### src/rtl/skolem_pkg.sv
// Shared types for the Skolem-candidate sweep controller: FSM states, the
// default sweep width and the y_out phase selection.
package skolem_pkg;

    localparam int NX_DEFAULT = 8;

    typedef enum logic [2:0] {
        ST_IDLE,
        ST_PH_Y0,
        ST_PH_Y1,
        ST_PH_SK,
        ST_DONE
    } state_t;

    typedef enum logic [1:0] {
        Y_ZERO,
        Y_ONE,
        Y_SKOLEM
    } y_sel_t;

    // Which value each state presents on y_out to the spec evaluator.
    function automatic y_sel_t phase_y_sel(input state_t s);
        case (s)
            ST_PH_Y1: return Y_ONE;
            ST_PH_SK: return Y_SKOLEM;
            default:  return Y_ZERO;
        endcase
    endfunction

endpackage

### src/rtl/skolem_sweep_cnt.sv
// NX-bit assignment counter for the sweep: synchronous clear, increment,
// and a terminal flag. It saturates at all-ones, so it never wraps.
module skolem_sweep_cnt #(
    parameter int NX = 8
) (
    input  logic          clk,
    input  logic          rst,
    input  logic          clr,
    input  logic          inc,
    output logic [NX-1:0] x,
    output logic          last
);

    assign last = &x;

    // NOTE: sequential state uses non-blocking assignments so every flop
    // samples the pre-edge values, independent of block ordering.
    always_ff @(posedge clk or posedge rst) begin
        if (rst) begin
            x <= '0;
        end else if (clr) begin
            x <= '0;
        end else if (inc && !last) begin
            x <= x + NX'(1);
        end
    end

endmodule

### src/rtl/skolem_sweep_ctrl.sv
// Sweeps every x assignment, time-sharing an external spec evaluator across
// y=0, y=1 and y=Skolem(x) to count candidate failures and vacuous points.
module skolem_sweep_ctrl
    import skolem_pkg::*;
#(
    parameter int NX           = NX_DEFAULT,
    parameter bit STOP_ON_FAIL = 1'b0
) (
    input  logic          clk,
    input  logic          rst,
    input  logic          start,
    input  logic          abort,
    output logic [NX-1:0] x_out,
    output logic          y_out,
    input  logic          sk_in,
    input  logic          spec_in,
    output logic          busy,
    output logic          done,
    output logic          pass,
    output logic [NX:0]   fail_cnt,
    output logic [NX:0]   vac_cnt,
    output logic          cex_valid,
    output logic [NX-1:0] cex_x
);

    state_t state_q, state_d;
    logic   s0, s1;
    logic   cnt_clr, cnt_inc, x_last;
    logic   fail, vacuous, accept, cancel;

    skolem_sweep_cnt #(.NX(NX)) u_cnt (
        .clk  (clk),
        .rst  (rst),
        .clr  (cnt_clr),
        .inc  (cnt_inc),
        .x    (x_out),
        .last (x_last)
    );

    // fail/vacuous are only meaningful while state_q is PH_SK.
    assign fail    = (s0 | s1) & ~spec_in;
    assign vacuous = ~s0 & ~s1;
    assign accept  = (state_q == ST_IDLE) && start && !abort;
    assign cancel  = (state_q != ST_IDLE) && abort;

    assign busy = (state_q != ST_IDLE);
    assign done = (state_q == ST_DONE);

    always_comb begin
        case (phase_y_sel(state_q))
            Y_ONE:    y_out = 1'b1;
            Y_SKOLEM: y_out = sk_in;
            default:  y_out = 1'b0;
        endcase
    end

    always_ff @(posedge clk or posedge rst) begin
        if (rst) state_q <= ST_IDLE;
        else     state_q <= state_d;
    end

    // NOTE: every output of this block is given a default before the case,
    // so no path leaves a signal unassigned and no latch is inferred.
    always_comb begin
        state_d = state_q;
        cnt_clr = 1'b0;
        cnt_inc = 1'b0;
        case (state_q)
            ST_IDLE: begin
                if (accept) begin
                    state_d = ST_PH_Y0;
                    cnt_clr = 1'b1;
                end
            end
            ST_PH_Y0: state_d = ST_PH_Y1;
            ST_PH_Y1: state_d = ST_PH_SK;
            ST_PH_SK: begin
                if (x_last || (fail && STOP_ON_FAIL)) begin
                    state_d = ST_DONE;
                end else begin
                    state_d = ST_PH_Y0;
                    cnt_inc = 1'b1;
                end
            end
            ST_DONE:  state_d = ST_IDLE;
            default:  state_d = ST_IDLE;
        endcase
        if (cancel) begin
            state_d = ST_IDLE;
            cnt_inc = 1'b0;
        end
    end

    always_ff @(posedge clk or posedge rst) begin
        if (rst) begin
            s0        <= 1'b0;
            s1        <= 1'b0;
            pass      <= 1'b0;
            fail_cnt  <= '0;
            vac_cnt   <= '0;
            cex_valid <= 1'b0;
            cex_x     <= '0;
        end else if (cancel) begin
            pass <= 1'b0;
        end else begin
            case (state_q)
                ST_IDLE: begin
                    if (accept) begin
                        s0        <= 1'b0;
                        s1        <= 1'b0;
                        pass      <= 1'b0;
                        fail_cnt  <= '0;
                        vac_cnt   <= '0;
                        cex_valid <= 1'b0;
                        cex_x     <= '0;
                    end
                end
                ST_PH_Y0: s0 <= spec_in;
                ST_PH_Y1: s1 <= spec_in;
                ST_PH_SK: begin
                    if (fail) begin
                        fail_cnt <= fail_cnt + (NX+1)'(1);
                        if (!cex_valid) begin
                            cex_valid <= 1'b1;
                            cex_x     <= x_out;
                        end
                    end
                    if (vacuous) vac_cnt <= vac_cnt + (NX+1)'(1);
                end
                ST_DONE: pass <= (fail_cnt == '0);
                default: ;
            endcase
        end
    end

endmodule

### config.mk
export PLATFORM = sky130hd
export DESIGN_NAME = skolem_sweep_ctrl
export DESIGN_NICKNAME = d
export VERILOG_FILES = /design/src/rtl/skolem_pkg.sv /design/src/rtl/skolem_sweep_cnt.sv /design/src/rtl/skolem_sweep_ctrl.sv
export SDC_FILE = /design/constraint.sdc
export NUM_CORES = 1
export LEC_CHECK = 0
export ABC_AREA = 1
export BUFFER_PORTS_ARGS = -buffer_cell sky130_fd_sc_hd__buf_2
export CORE_ASPECT_RATIO = 0.6
export CORE_UTILIZATION = 45
export DETAILED_ROUTE_END_ITERATION = 10
export GPL_TIMING_DRIVEN = 1
export MAX_ROUTING_LAYER = met4
export PLACE_DENSITY = 0.67
export SLEW_MARGIN = 10
export SYNTH_ARGS = -nofsm -noshare
export SYNTH_HDL_FRONTEND = slang
export SYNTH_HIERARCHICAL = 1
export SYNTH_SLANG_ARGS = --single-unit
export TNS_END_PERCENT = 5
### constraint.sdc
create_clock -name clk -period 2.2 [get_ports clk]
set_clock_uncertainty 0.2 [all_clocks]
set_input_delay 0.44 -clock clk [delete_from_list [all_inputs] [get_ports clk]]
set_output_delay 0.44 -clock clk [all_outputs]
set_load 0.03 [all_outputs]
Yosys cells after proc, flatten, opt, wreduce, memory -nomap -nowiden --
Cells that the tools add are included.
Storage, ports and cells: flip-flop bits (word level) 41, latch bits 0, RAM bits 0, bits in read-only memories 0, bits of input ports 6, memories kept 0
Operators by class: $add $sub $neg 3, $mul 0, divide/modulo/power cells 0, magnitude comparators 0, equality and inequality tests 11, shifts and indexed selects 0, muxes and demuxes 29, bitwise logic cells 7, reductions and logical operators 21
Operator list (number):
- $mux W8 | 5
- $pmux W9 S2 | 2
- $mux W9 | 3
- $add A9 B1 Y9 const B | 2
- $pmux W8 S2 | 1
- $pmux W3 S4 | 1
- $pmux W1 S2 | 5
- $logic_not A9 Y1 | 1
- $mux W3 | 3
- $add A8 B1 Y8 const B | 1
- $mux W1 | 8
- $ne A2 B2 Y1 const B | 4
- $reduce_and A4 Y1 | 2
- $reduce_and A8 Y1 | 1
- $reduce_bool A2 Y1 | 4
- $eq A3 B2 Y1 const B | 2
- $reduce_and A3 Y1 | 2
- $reduce_bool A3 Y1 | 2
- $reduce_and A5 Y1 | 1
- $logic_and A1 B1 Y1 | 4
- $not A1 Y1 | 4
- $pmux W2 S2 | 1
- $eq A3 B1 Y1 const B | 1
- $eq A3 B3 Y1 const B | 1
- 8 further kinds | 10

Logic depth before layout (Yosys ltp) --
depth in word-level cells 7, gate-level depth with buffers 11

Modules after synthesis --
The synthesis kept the hierarchy.
Modules (own cells, without submodules):
- skolem_sweep_ctrl | instances 1, cells an instance 249, area each 1855.5 um^2
- skolem_sweep_cnt | instances 1, cells an instance 69, area each 493.0 um^2

Least setup slack after synthesis --
OpenSTA, ideal clock, no wires.
kind reg-to-output, start point reg state_q[2], end point out y_out, data arrival time 1.508 ns, required time 1.560 ns, path slack 0.052 ns, cell stages (with the launch flop) 8, path buffers 1, cell sequence dfrtp_1 inv_1 nand3_2 inv_2 buf_2 ha_1 a21oi_1 nor2_1
Between the ends: longest elaborated chain between the ends 4
Ends and longest elaborated chain:
- start, declared | line skolem_sweep_ctrl.sv:26 | state_t state_q, state_d;
- start signal, assigned | line skolem_sweep_ctrl.sv:59 | else state_q <= state_d;
- $eq A3 B2 Y1 | line skolem_pkg.sv:23 | case (s)
- $pmux W2 S2 * | line skolem_pkg.sv:23
- $eq A2 B2 Y1 / $eq A2 B1 Y1 (equally long branches) | line skolem_sweep_ctrl.sv:50 | case (phase_y_sel(state_q))
- $pmux W1 S2 * | line skolem_sweep_ctrl.sv:50
- end, declared | line skolem_sweep_ctrl.sv:14 | output logic y_out,
Every way passes the cells marked *; elsewhere a longest branch is shown, timed or not.

Worst setup path after layout --
Same ends and word-level chain as after synthesis.

==> impl_metrics.csv <==
group,metric,value,unit
run_status,status,"completed",
synth,ys_types,30,
timing,fin_crit_sh,98.3,%
place,routabilityCongestion,0.946,
clock_tree,clk_latency,0.30,ns
die,dieArea,0.00552,mm^2
synth,synth_top_flop_cell,"dfrtp_1",
grt,grt_max_degree,24,
detailed_routing,routed-wl-met3,329,um
timing,finalHoldViolations,0,
detailed_routing,dr_wl_met2,2160,um
synth,synth_nets,331,
die,die_y,58.0,um
timing,min_period,2.16,ns
detailed_routing,avgViaCountPerCell,4.94,
synth,ys_seq_elements,41,
die,die_width,95.3,um
worst_setup_path,critPathLaunchType,"flip-flop",
detailed_routing,wl_met1,3090,um
pwr,p_leak,1.50,nW
final_layout,final_core_util,61.0,%
die,rows,19,
place,pre_cts_ws,0.183,ns
detailed_routing,drtAntennaViolNets,0,
synth,synth-edff-count,0,
final_layout,num-fill-cells,430,
timing,grt_setup_unrepaired,"yes",
detailed_routing,drt-pass1-iter-count,4,
timing,slew_viol_final,0,
final_layout,num_antenna_cells,0,
final_layout,fin_nets,390,
pwr,power,1.93,mW
grt,grt_first_pass_wirelength,9070,um
timing,finalSetupViolCount,0,
worst_setup_path,crit_arrival,1.52,ns
grt,grt_pass1_vias,1772,
clock_tree,cts_made_buffers,5,
detailed_routing,top_layer,"met4",
pwr,p_per_area,663,mW/mm^2
clock_tree,clockBufferDepth,2,
worst_setup_path,r2r_start,"u_cnt/x[0]",
final_layout,final_cell_mix,"110 x nand2_1, 43 x buf_2, 39 x dfrtp_1",
timing,tightest_slew,0.558,ns
place,port_buffers,44,
synth,syn_area,0.00235,mm^2
final_layout,final_common_cell,"nand2_1",
final_layout,drive_gt1_share,24.1,%
synth,yosys_warnings,6,
detailed_routing,drtIter0Drc,109,
grt,grt_overflow,0,
detailed_routing,wl,5650,um
pwr,irDropWorstVdd,567,uV
synth,synth.avg_cell_area,7.39,um^2
grt,grt_usage,22.9,%
detailed_routing,drc,0,
worst_setup_path,criticalPathCategory,"flip-flop to primary output",
grt,antenna_found_initial,0,
die,ios,45,
clock_tree,clk_pin_slew,0.08,ns
worst_setup_path,worstSetupEndpointType,"primary output",
worst_setup_path,crit_fanout,6,
synth,async_reset_ff_share,100,%
final_layout,areaGrowthSynthToFinish,24.1,%
clock_tree,cts_tree,"yes",
timing,setup_slack,0.0381,ns
synth,seq_area_frac_synth,43.7,%
clock_tree,cts_sinks,41,
worst_setup_path,required,1.56,ns
place,dp_hpwl,4010,um
detailed_routing,wl_per_cell,12.8,um
timing,fmax,0.463,GHz
detailed_routing,vias,2178,
synth,postSynthCellCount,318,
die,start_util,49.1,%
die,core_area,0.00478,mm^2
clock_tree,cts-root-buf,"clkbuf_8",
flow_run,drv_cap,0,
clock_tree,ctsHtreeMaxLevel,2,
timing,relSlewSlack,62.8,%
worst_setup_path,crit_start,"state_q[2]",
min_path,min_from,"cex_x[3]",
min_path,hp-class,"flip-flop to flip-flop",
[cells by family after synthesis]
| group | after synthesis | synth area share, % |
|---|---|---|
| compound gates | 35 | 7.83 |
| buf+inv | 41 | 7.14 |
| simple gates | 189 | 35.7 |
| xor+xnor | 5 | 1.87 |
| flops | 41 | 43.7 |
| fa+ha+maj | 7 | 3.73 |
[worst max-delay path: stages, from the launching register on]
cell,delay (ns)
dfrtp_1,0.43
inv_2,0.11
nand3_4,0.13
inv_2,0.12
ha_4,0.14
a21oi_4,0.05
nor2_4,0.10
buf_6,0.13
[power breakdown]
part / internal, mW / switching, mW / leakage, nW
Combinational: 0.167 / 0.359 / 0.876
Sequential: 0.795 / 0.0574 / 0.568
Clock: 0.284 / 0.269 / 0.0542
Total: 1.25 / 0.685 / 1.50
[path summary, 6_finish.rpt]
path / to / slack, ns / cells after the start
max: y_out / 0.04 / 7
max in group asynchronous: fail_cnt[8] / 0.74 / 4
min in group asynchronous: u_cnt/x[1] / 0.45 / 3
min: cex_x[3] / 0.27 / 2
min reg2reg: cex_x[3] / 0.27 / 2
max reg2reg: u_cnt/x[6] / 0.21 / 11
[timing repair]
| item | CTS | global route |
|---|---|---|
| buffers inserted | 2 | 6 |
| hold buffers | 1 | 0 |
| resized for setup | 7 | 14 |
| endpoints found under the setup margin | 1 | 1 |
| pin swaps | 1 | 4 |
| endpoints found under the hold margin | 18 | 0 |
[sequential cells by signal (all words and copies together) (netlist names)]
signal     cells
pass           1
s0             1
cex_x          8
s1             1
cex_valid      1
fail_cnt       9
u_cnt/x        8
vac_cnt        9
state_q        3
[routing by layer]
layer / up-vias / track usage, %
li1: 1122 / -
met1: 992 / 36.4
met2: 57 / 27.8
met3: 7 / 5.12
met4: 0 / 7.14
met5: - / -
[stage by stage]
step	cell area, um^2	TNS, ns	std cells	hold WS [ns]
6_report	2910	0	441	0.270
5_1_grt	2910	-0.0336	441	0.297
4_1_cts	2800	0	435	0.250
3_5_place_dp	2660	0	424	0.224
3_3_place_gp	2660	0	424	0.222
2_1_floorplan	2350	0	318	0.0557
[synthesized netlist by cell type (2+ instances only)]
cell type    n  share of area [%]
nand2_1    111                 18
o21bai_1     2               0.64
nor2_1      26                4.2
nand4_1      5                1.3
nand2_4      3                1.4
xnor2_1      2               0.75
o21ai_1     14                3.0
xor2_1       3                1.1
dfrtp_1     41                 44
o21ai_0      9                1.9
ha_1         7                3.7
nor2_2       2               0.53
nand2_2      6                1.6
inv_1       35                5.6
a21oi_1      8                1.7
nand3_1     30                6.4
[final cells by class]
type                    instances  area, um^2  share of cell area [%]
clock buffers                   7        96.3                    3.31
inverters                      37         143                    4.89
repair buffers                 56         332                    11.4
multi-input cells             236        1230                    42.2
well taps                      63        78.8                    2.71
flip-flops and latches         41        1030                    35.3
clock inverters                 1        5.00                   0.172
(Power assumes the default switching activity.)
